### src/rtl/ib_mul_arb.sv
// ----------------------------------------------------------------------------
// ib_mul_arb
//   Round-robin arbiter/sequencer sharing one external 8x8 unsigned multiplier
//   between four requesters. A granted operand pair is latched and held on
//   o_mul_a/o_mul_b for LAT+1 cycles. The product is then captured and
//   returned to the same requester over a valid/ready response handshake.
//
// Parameters
//   LAT        multiplier latency in cycles (0 = combinational), 0..15
//
// Ports
//   i_clk      clock, rising edge
//   i_nrst     asynchronous active-low reset
//   i_req_vld  [3:0]  per-requester operand valid
//   o_req_rdy  [3:0]  per-requester accept (one-hot or zero, combinational)
//   i_req_a    [31:0] operand A, requester n in bits [8n+7:8n]
//   i_req_b    [31:0] operand B, requester n in bits [8n+7:8n]
//   o_rsp_vld  [3:0]  per-requester result valid (one-hot or zero)
//   i_rsp_rdy  [3:0]  per-requester result accept
//   o_rsp_c    [15:0] product for the requester flagged in o_rsp_vld
//   o_mul_a    [7:0]  operand A to the multiplier
//   o_mul_b    [7:0]  operand B to the multiplier
//   i_mul_c    [15:0] product from the multiplier
//   o_busy     high whenever the sequencer is not idle
// ----------------------------------------------------------------------------
module ib_mul_arb #(
   parameter int unsigned LAT = 0
) (
   input  logic        i_clk,
   input  logic        i_nrst,
   input  logic [3:0]  i_req_vld,
   output logic [3:0]  o_req_rdy,
   input  logic [31:0] i_req_a,
   input  logic [31:0] i_req_b,
   output logic [3:0]  o_rsp_vld,
   input  logic [3:0]  i_rsp_rdy,
   output logic [15:0] o_rsp_c,
   output logic [7:0]  o_mul_a,
   output logic [7:0]  o_mul_b,
   input  logic [15:0] i_mul_c,
   output logic        o_busy
);

   typedef enum logic [1:0] {
      IDLE = 2'd0,
      BUSY = 2'd1,
      DONE = 2'd2
   } state_e;

   state_e      state_q, state_d;
   logic [1:0]  ptr_q, ptr_d;
   logic [1:0]  gnt_q, gnt_d;
   logic [3:0]  cnt_q, cnt_d;
   logic [7:0]  op_a_q, op_a_d;
   logic [7:0]  op_b_q, op_b_d;
   logic [15:0] res_q, res_d;

   // Round-robin search: scan offsets from the highest down so that the
   // requester closest to ptr_q (smallest offset) is the one left selected.
   logic [1:0] sel;
   logic       found;

   always_comb begin
      found = 1'b0;
      sel   = ptr_q;
      for (int i = 3; i >= 0; i--) begin
         if (i_req_vld[ptr_q + 2'(i)]) begin
            found = 1'b1;
            sel   = ptr_q + 2'(i);
         end
      end
   end

   // Next-state and decoded outputs.
   // NOTE: every signal driven here gets a default first, so no path through
   // the case statement can leave one unassigned and infer a latch.
   always_comb begin
      state_d   = state_q;
      ptr_d     = ptr_q;
      gnt_d     = gnt_q;
      cnt_d     = cnt_q;
      op_a_d    = op_a_q;
      op_b_d    = op_b_q;
      res_d     = res_q;
      o_req_rdy = 4'b0000;

      case (state_q)
         IDLE: begin
            if (found) begin
               o_req_rdy = 4'b0001 << sel;
               op_a_d    = i_req_a[8*sel +: 8];
               op_b_d    = i_req_b[8*sel +: 8];
               gnt_d     = sel;
               cnt_d     = 4'(LAT);
               ptr_d     = sel + 2'd1;
               state_d   = BUSY;
            end
         end
         BUSY: begin
            if (cnt_q == 4'd0) begin
               res_d   = i_mul_c;
               state_d = DONE;
            end else begin
               cnt_d = cnt_q - 4'd1;
            end
         end
         DONE: begin
            // Only the granted requester's ready bit can retire the response.
            if (i_rsp_rdy[gnt_q]) begin
               state_d = IDLE;
            end
         end
         default: begin
            state_d = IDLE;
         end
      endcase
   end

   // NOTE: sequential state uses non-blocking assignments so every register
   // samples the pre-edge value of every other register, independent of
   // statement order.
   always_ff @(posedge i_clk or negedge i_nrst) begin
      if (!i_nrst) begin
         state_q <= IDLE;
         ptr_q   <= 2'd0;
         gnt_q   <= 2'd0;
         cnt_q   <= 4'd0;
         op_a_q  <= 8'd0;
         op_b_q  <= 8'd0;
         res_q   <= 16'd0;
      end else begin
         state_q <= state_d;
         ptr_q   <= ptr_d;
         gnt_q   <= gnt_d;
         cnt_q   <= cnt_d;
         op_a_q  <= op_a_d;
         op_b_q  <= op_b_d;
         res_q   <= res_d;
      end
   end

   // Operand and result registers drive the outputs directly, so they hold
   // their last values outside the states that update them.
   assign o_mul_a   = op_a_q;
   assign o_mul_b   = op_b_q;
   assign o_rsp_c   = res_q;
   assign o_rsp_vld = (state_q == DONE) ? (4'b0001 << gnt_q) : 4'b0000;
   assign o_busy    = (state_q != IDLE);

endmodule

### config.mk
export PLATFORM = sky130hd
export DESIGN_NAME = ib_mul_arb
export DESIGN_NICKNAME = d
export VERILOG_FILES = /design/src/rtl/ib_mul_arb.sv
export SDC_FILE = /design/constraint.sdc
export NUM_CORES = 1
export LEC_CHECK = 0
export CAP_MARGIN = 20
export CORE_MARGIN = 5
export CORE_UTILIZATION = 40
export DETAILED_ROUTE_END_ITERATION = 8
export PLACE_DENSITY = 0.82
export SLEW_MARGIN = 5
export SYNTH_ARGS = -nofsm -noshare
export SYNTH_HDL_FRONTEND = slang
export SYNTH_SLANG_ARGS = --single-unit
### constraint.sdc
create_clock -name i_clk -period 2.6 [get_ports i_clk]
set_input_delay 0.52 -clock i_clk [delete_from_list [all_inputs] [get_ports i_clk]]
set_output_delay 0.52 -clock i_clk [all_outputs]
set_load 0.05 [all_outputs]
==> flow_results.org <==
** Place
- RD Place Congestion :: 0.781
- After detailed placement, the design holds a cell count of 425.
- Instance area after placement :: 3910 µm²
- Prior to clock tree synthesis, the placed netlist has a worst setup slack of -90.2 ps.
- Total of buffers placed on input and output ports :: 130
- The wire-length estimate of the detail-placed layout is 5.68 mm.

** Synth
- Fraction of synthesis flops using an asynchronous set or reset pin :: 100%
- Average instance area after synthesis :: 11.4 µm²
- Summing the sequential cell areas from Yosys gives 42.7% of the chip area.
- Post-synthesis instance area :: 2460 µm²
- Cell type contributing the most total cell area after synthesis :: sky130_fd_sc_hd__dfrtp_1
- #FFs+latches synth :: 42
- Mapped Cells :: 217
- Number of synthesized flops with an enable pin :: 0
- Sorting the synthesized cells by area gives the leading types as sky130_fd_sc_hd__dfrtp_1 (43%), sky130_fd_sc_hd__a211oi_2 (11%), sky130_fd_sc_hd__mux2_2 (7.3%).
- Flip-flop cell with the highest count after synthesis :: sky130_fd_sc_hd__dfrtp_1
- Distinct cell type count of the synthesized netlist :: 38
- Synthesized netlist net count :: 309
- Post-synth top area share :: 42.7%
- Yosys warning total :: 0

** Routing
- Detailed Route Iter0 Violations :: 69
- Via/cell ratio :: 5.19
- Detailed-router iteration count before antenna repair :: 4
- In this run the remaining antenna-violating nets after routing total 0.
- Detailed-route wire length :: 7.33 mm
- The routed layout has 2,249 vias.
- After detailed routing, the number of remaining DRC violations is 0.
- Per-cell routed wire length :: 16.9 µm

** Floorplan
- The floorplan step defined a die boundary enclosing 7830 µm².
- FP Rows :: 28
- For this design the top-level I/O count stands at 131.
- Starting density of the core :: 41.4%
- Measured along the y axis, the die boundary spans 88.5 µm.
- Horizontal die dimension :: 88.5 µm
- The floorplan step defined a core boundary enclosing 5960 µm².

** Timing
- Setup repair after global routing missed its margin :: no
- Final worst slack :: 135 ps
- Total negative slack :: 0 ps
- Timing would allow up to 406 MHz.
- Of the available clock period, the critical path in the final layout requires 94.8%.
- Skew final :: 9.76 ps
- The final count of hold timing violations was 0.
- Number of setup violations in the final report :: 0
- For the pin with the worst max-slew slack, the measured transition is 941 ps.
- In this run the tightest slew margin relative to its limit is 37.2%.
- The routed design could run at a clock period as short as 2460 ps.
- The number of pins with negative max-slew slack in the final report came to 0.

** Setup path
- The worst setup path is launched from an input pin.
- On the critical path, the stage with the largest delay is an instance of sky130_fd_sc_hd__a2111o_1.
- List of cells traversed by the critical path :: dlygate4sd2_1 -> nor2b_1 -> a2111o_1 -> nand2_1 -> and2_1 -> nor2b_4 -> buf_12
- Crit-path max cell delay :: 380 ps
- Along the worst path, the maximum fanout reaches 5.
- The number of buffers and inverters on the critical path is 2.
- Arr. time, crit path :: 1940 ps
- Capturing element type of the critical path :: output pin
- Critical path start-end classification :: in -> out
- Required time of the critical path :: 2080 ps
- Worst path top cell family by delay :: simple AND/OR/NAND/NOR gates

** Global routing
- The initial antenna violation count came to 0.
- GRT Resource Usage Total :: 19.6%
- The first global-routing pass estimated 11.9 mm of wire.
- The via count of the first global-routing pass was 2,410.
- Global routing finished with a remaining overflow of 0.
- Entering global routing, the biggest net connects 43 pins.

** Finish
- Final standard cell area without fillers :: 4020 µm²
- Ant diodes :: 0
- Growth of design area from synthesis to finish :: 63.2%
- Of the cells placed in the final design, the portion with a size suffix greater than 1 is 21.8%.
- At the end of the flow, the number of nets in the layout was 449.
- Final Non-Filler Cells :: 433

** Clocking
- Counting along the longest clock path gives a buffer depth of 2.
- Number of clock sinks :: 42
- Number of CTS-inserted buffers :: 5
- Post-CTS Hold Buffers :: 0
- Level count of the clock H-tree :: 2
- Clock slew at the register clock pins of the worst setup and hold paths :: 90 ps
- TritonCTS built the clock tree.
- CTS Root Buffer Type :: sky130_fd_sc_hd__clkbuf_8
- Clock latency on the worst-skew pair, taken at its later pin, is 300 ps.

** Run
- Max-Cap Viols :: 0

** Pwr
- The completed layout was analyzed and its total power is 4.88 mW.
- Worst IR Drop VDD :: 0.748 mV
- In this run the static leakage power is 1.65 nW.
- Power density over the cells :: 1210 nW/µm²

** Hold path
- Hold/Removal Path Class :: in -> async

** Outcome
- The run finished with clean final reports.
-- placed cells by master, fill, tap and decap left out, types with 4 or more instances in the layout --
cell and count:
sky130_fd_sc_hd__a211oi_1 12, sky130_fd_sc_hd__a211oi_2 21, sky130_fd_sc_hd__a21oi_1 4, sky130_fd_sc_hd__buf_4 19, sky130_fd_sc_hd__clkbuf_8 6, sky130_fd_sc_hd__clkdlybuf4s50_1 118, sky130_fd_sc_hd__dfrtp_1 42, sky130_fd_sc_hd__dlymetal6s2s_1 4
sky130_fd_sc_hd__inv_1 5, sky130_fd_sc_hd__mux2_2 16, sky130_fd_sc_hd__mux2i_1 16, sky130_fd_sc_hd__nand2_1 6, sky130_fd_sc_hd__nor2_1 22, sky130_fd_sc_hd__o21ai_0 5, sky130_fd_sc_hd__o31a_1 16
-- worst paths after layout --
path / startpoint / to / slack, ps / cells past startpoint
worst min register to register: o_rsp_c[7]$_DFFE_PN0P_ / o_rsp_c[7]$_DFFE_PN0P_ / 510 / 1
worst max register to register: ptr_q[1]$_DFFE_PN0P_ / o_mul_b[2]$_DFFE_PN0P_ / 640 / 7
worst min-delay path: i_nrst / o_rsp_c[14]$_DFFE_PN0P_ / 360 / 1
min in group i_clk: o_rsp_c[7]$_DFFE_PN0P_ / o_rsp_c[7]$_DFFE_PN0P_ / 510 / 1
worst max-delay path: i_req_vld[2] / o_req_rdy[0] / 140 / 7
max in group asynchronous: i_nrst / o_mul_b[2]$_DFFE_PN0P_ / 1650 / 1
-- metal layers --
layer	global-route usage [%]	up-vias	routed length (µm)
met1	24.7	1084	2910
met2	33.1	70	3780
met5	0	-	0
met4	4.67	0	65
met3	5.87	7	572
li1	-	1088	-
-- worst register-to-register path, cell delays in order (launching register included) --
cell and delay, ps:
sky130_fd_sc_hd__dfrtp_1 460, sky130_fd_sc_hd__nor3b_1 180, sky130_fd_sc_hd__a2111o_1 420, sky130_fd_sc_hd__buf_4 160
sky130_fd_sc_hd__nand3_4 70, sky130_fd_sc_hd__buf_4 260, sky130_fd_sc_hd__a211oi_1 90, sky130_fd_sc_hd__a211oi_1 220
-- area by class of cell --
type	count	area, µm²
clock inverters	2	16.3
repair buffers	147	1450
clock buffers	6	82.6
multi-input cells	156	1310
fillers	474	1930
inverters	5	18.8
flip-flops and latches	42	1050
well taps	75	93.8
-- where the power goes --
group	internal (mW)	total, mW	switching [mW]
Sequential	0.983	1.19	0.211
Combinational	1.29	3.23	1.94
Clock	0.219	0.458	0.239
-- per-stage QoR --
step	util (%)	hold WS, ps
2_1_floorplan	-	224
3_3_place_gp	65.6	487
3_5_place_dp	65.6	494
4_1_cts	67.2	394
5_1_grt	67.5	437
6_report	67.5	359
-- Yosys cell counts, types with 3 or more instances --
cell type	number
sky130_fd_sc_hd__dfrtp_1	42
sky130_fd_sc_hd__nor2_1	24
sky130_fd_sc_hd__a211oi_2	21
sky130_fd_sc_hd__mux2_2	16
sky130_fd_sc_hd__mux2i_1	16
sky130_fd_sc_hd__o31a_1	16
sky130_fd_sc_hd__a211oi_1	12
sky130_fd_sc_hd__nand2_1	6
sky130_fd_sc_hd__a21oi_1	5
sky130_fd_sc_hd__clkbuf_1	5
sky130_fd_sc_hd__inv_1	5
sky130_fd_sc_hd__o21ai_0	5
sky130_fd_sc_hd__buf_6	4
sky130_fd_sc_hd__nor2b_1	4
sky130_fd_sc_hd__nand2b_1	3
sky130_fd_sc_hd__nor3_1	3
sky130_fd_sc_hd__nor3b_1	3
-- registers in the layout, summed over array words and instances, names as in the netlist --
name / flops
ptr_q: 2
state_q: 2
gnt_q: 2
o_mul_b: 8
o_mul_a: 8
o_rsp_c: 16
cnt_q: 4
-- logic make-up after synthesis --
kind of cell / synth area share (%)
DFF: 42.7
buffers and inverters: 5.18
and+or+nand+nor: 12.0
muxes: 14.7
adders and majority gates: 1.02
AOI/OAI and AO/OA: 24.1
xor gates and xnor gates: 0.356
-- what timing repair did --
action                                  in CTS  in global routing
resized for setup                            4                  5
endpoints found under the setup margin       2                  6
buffers inserted                             0                  0
(Power assumes the default switching activity.)
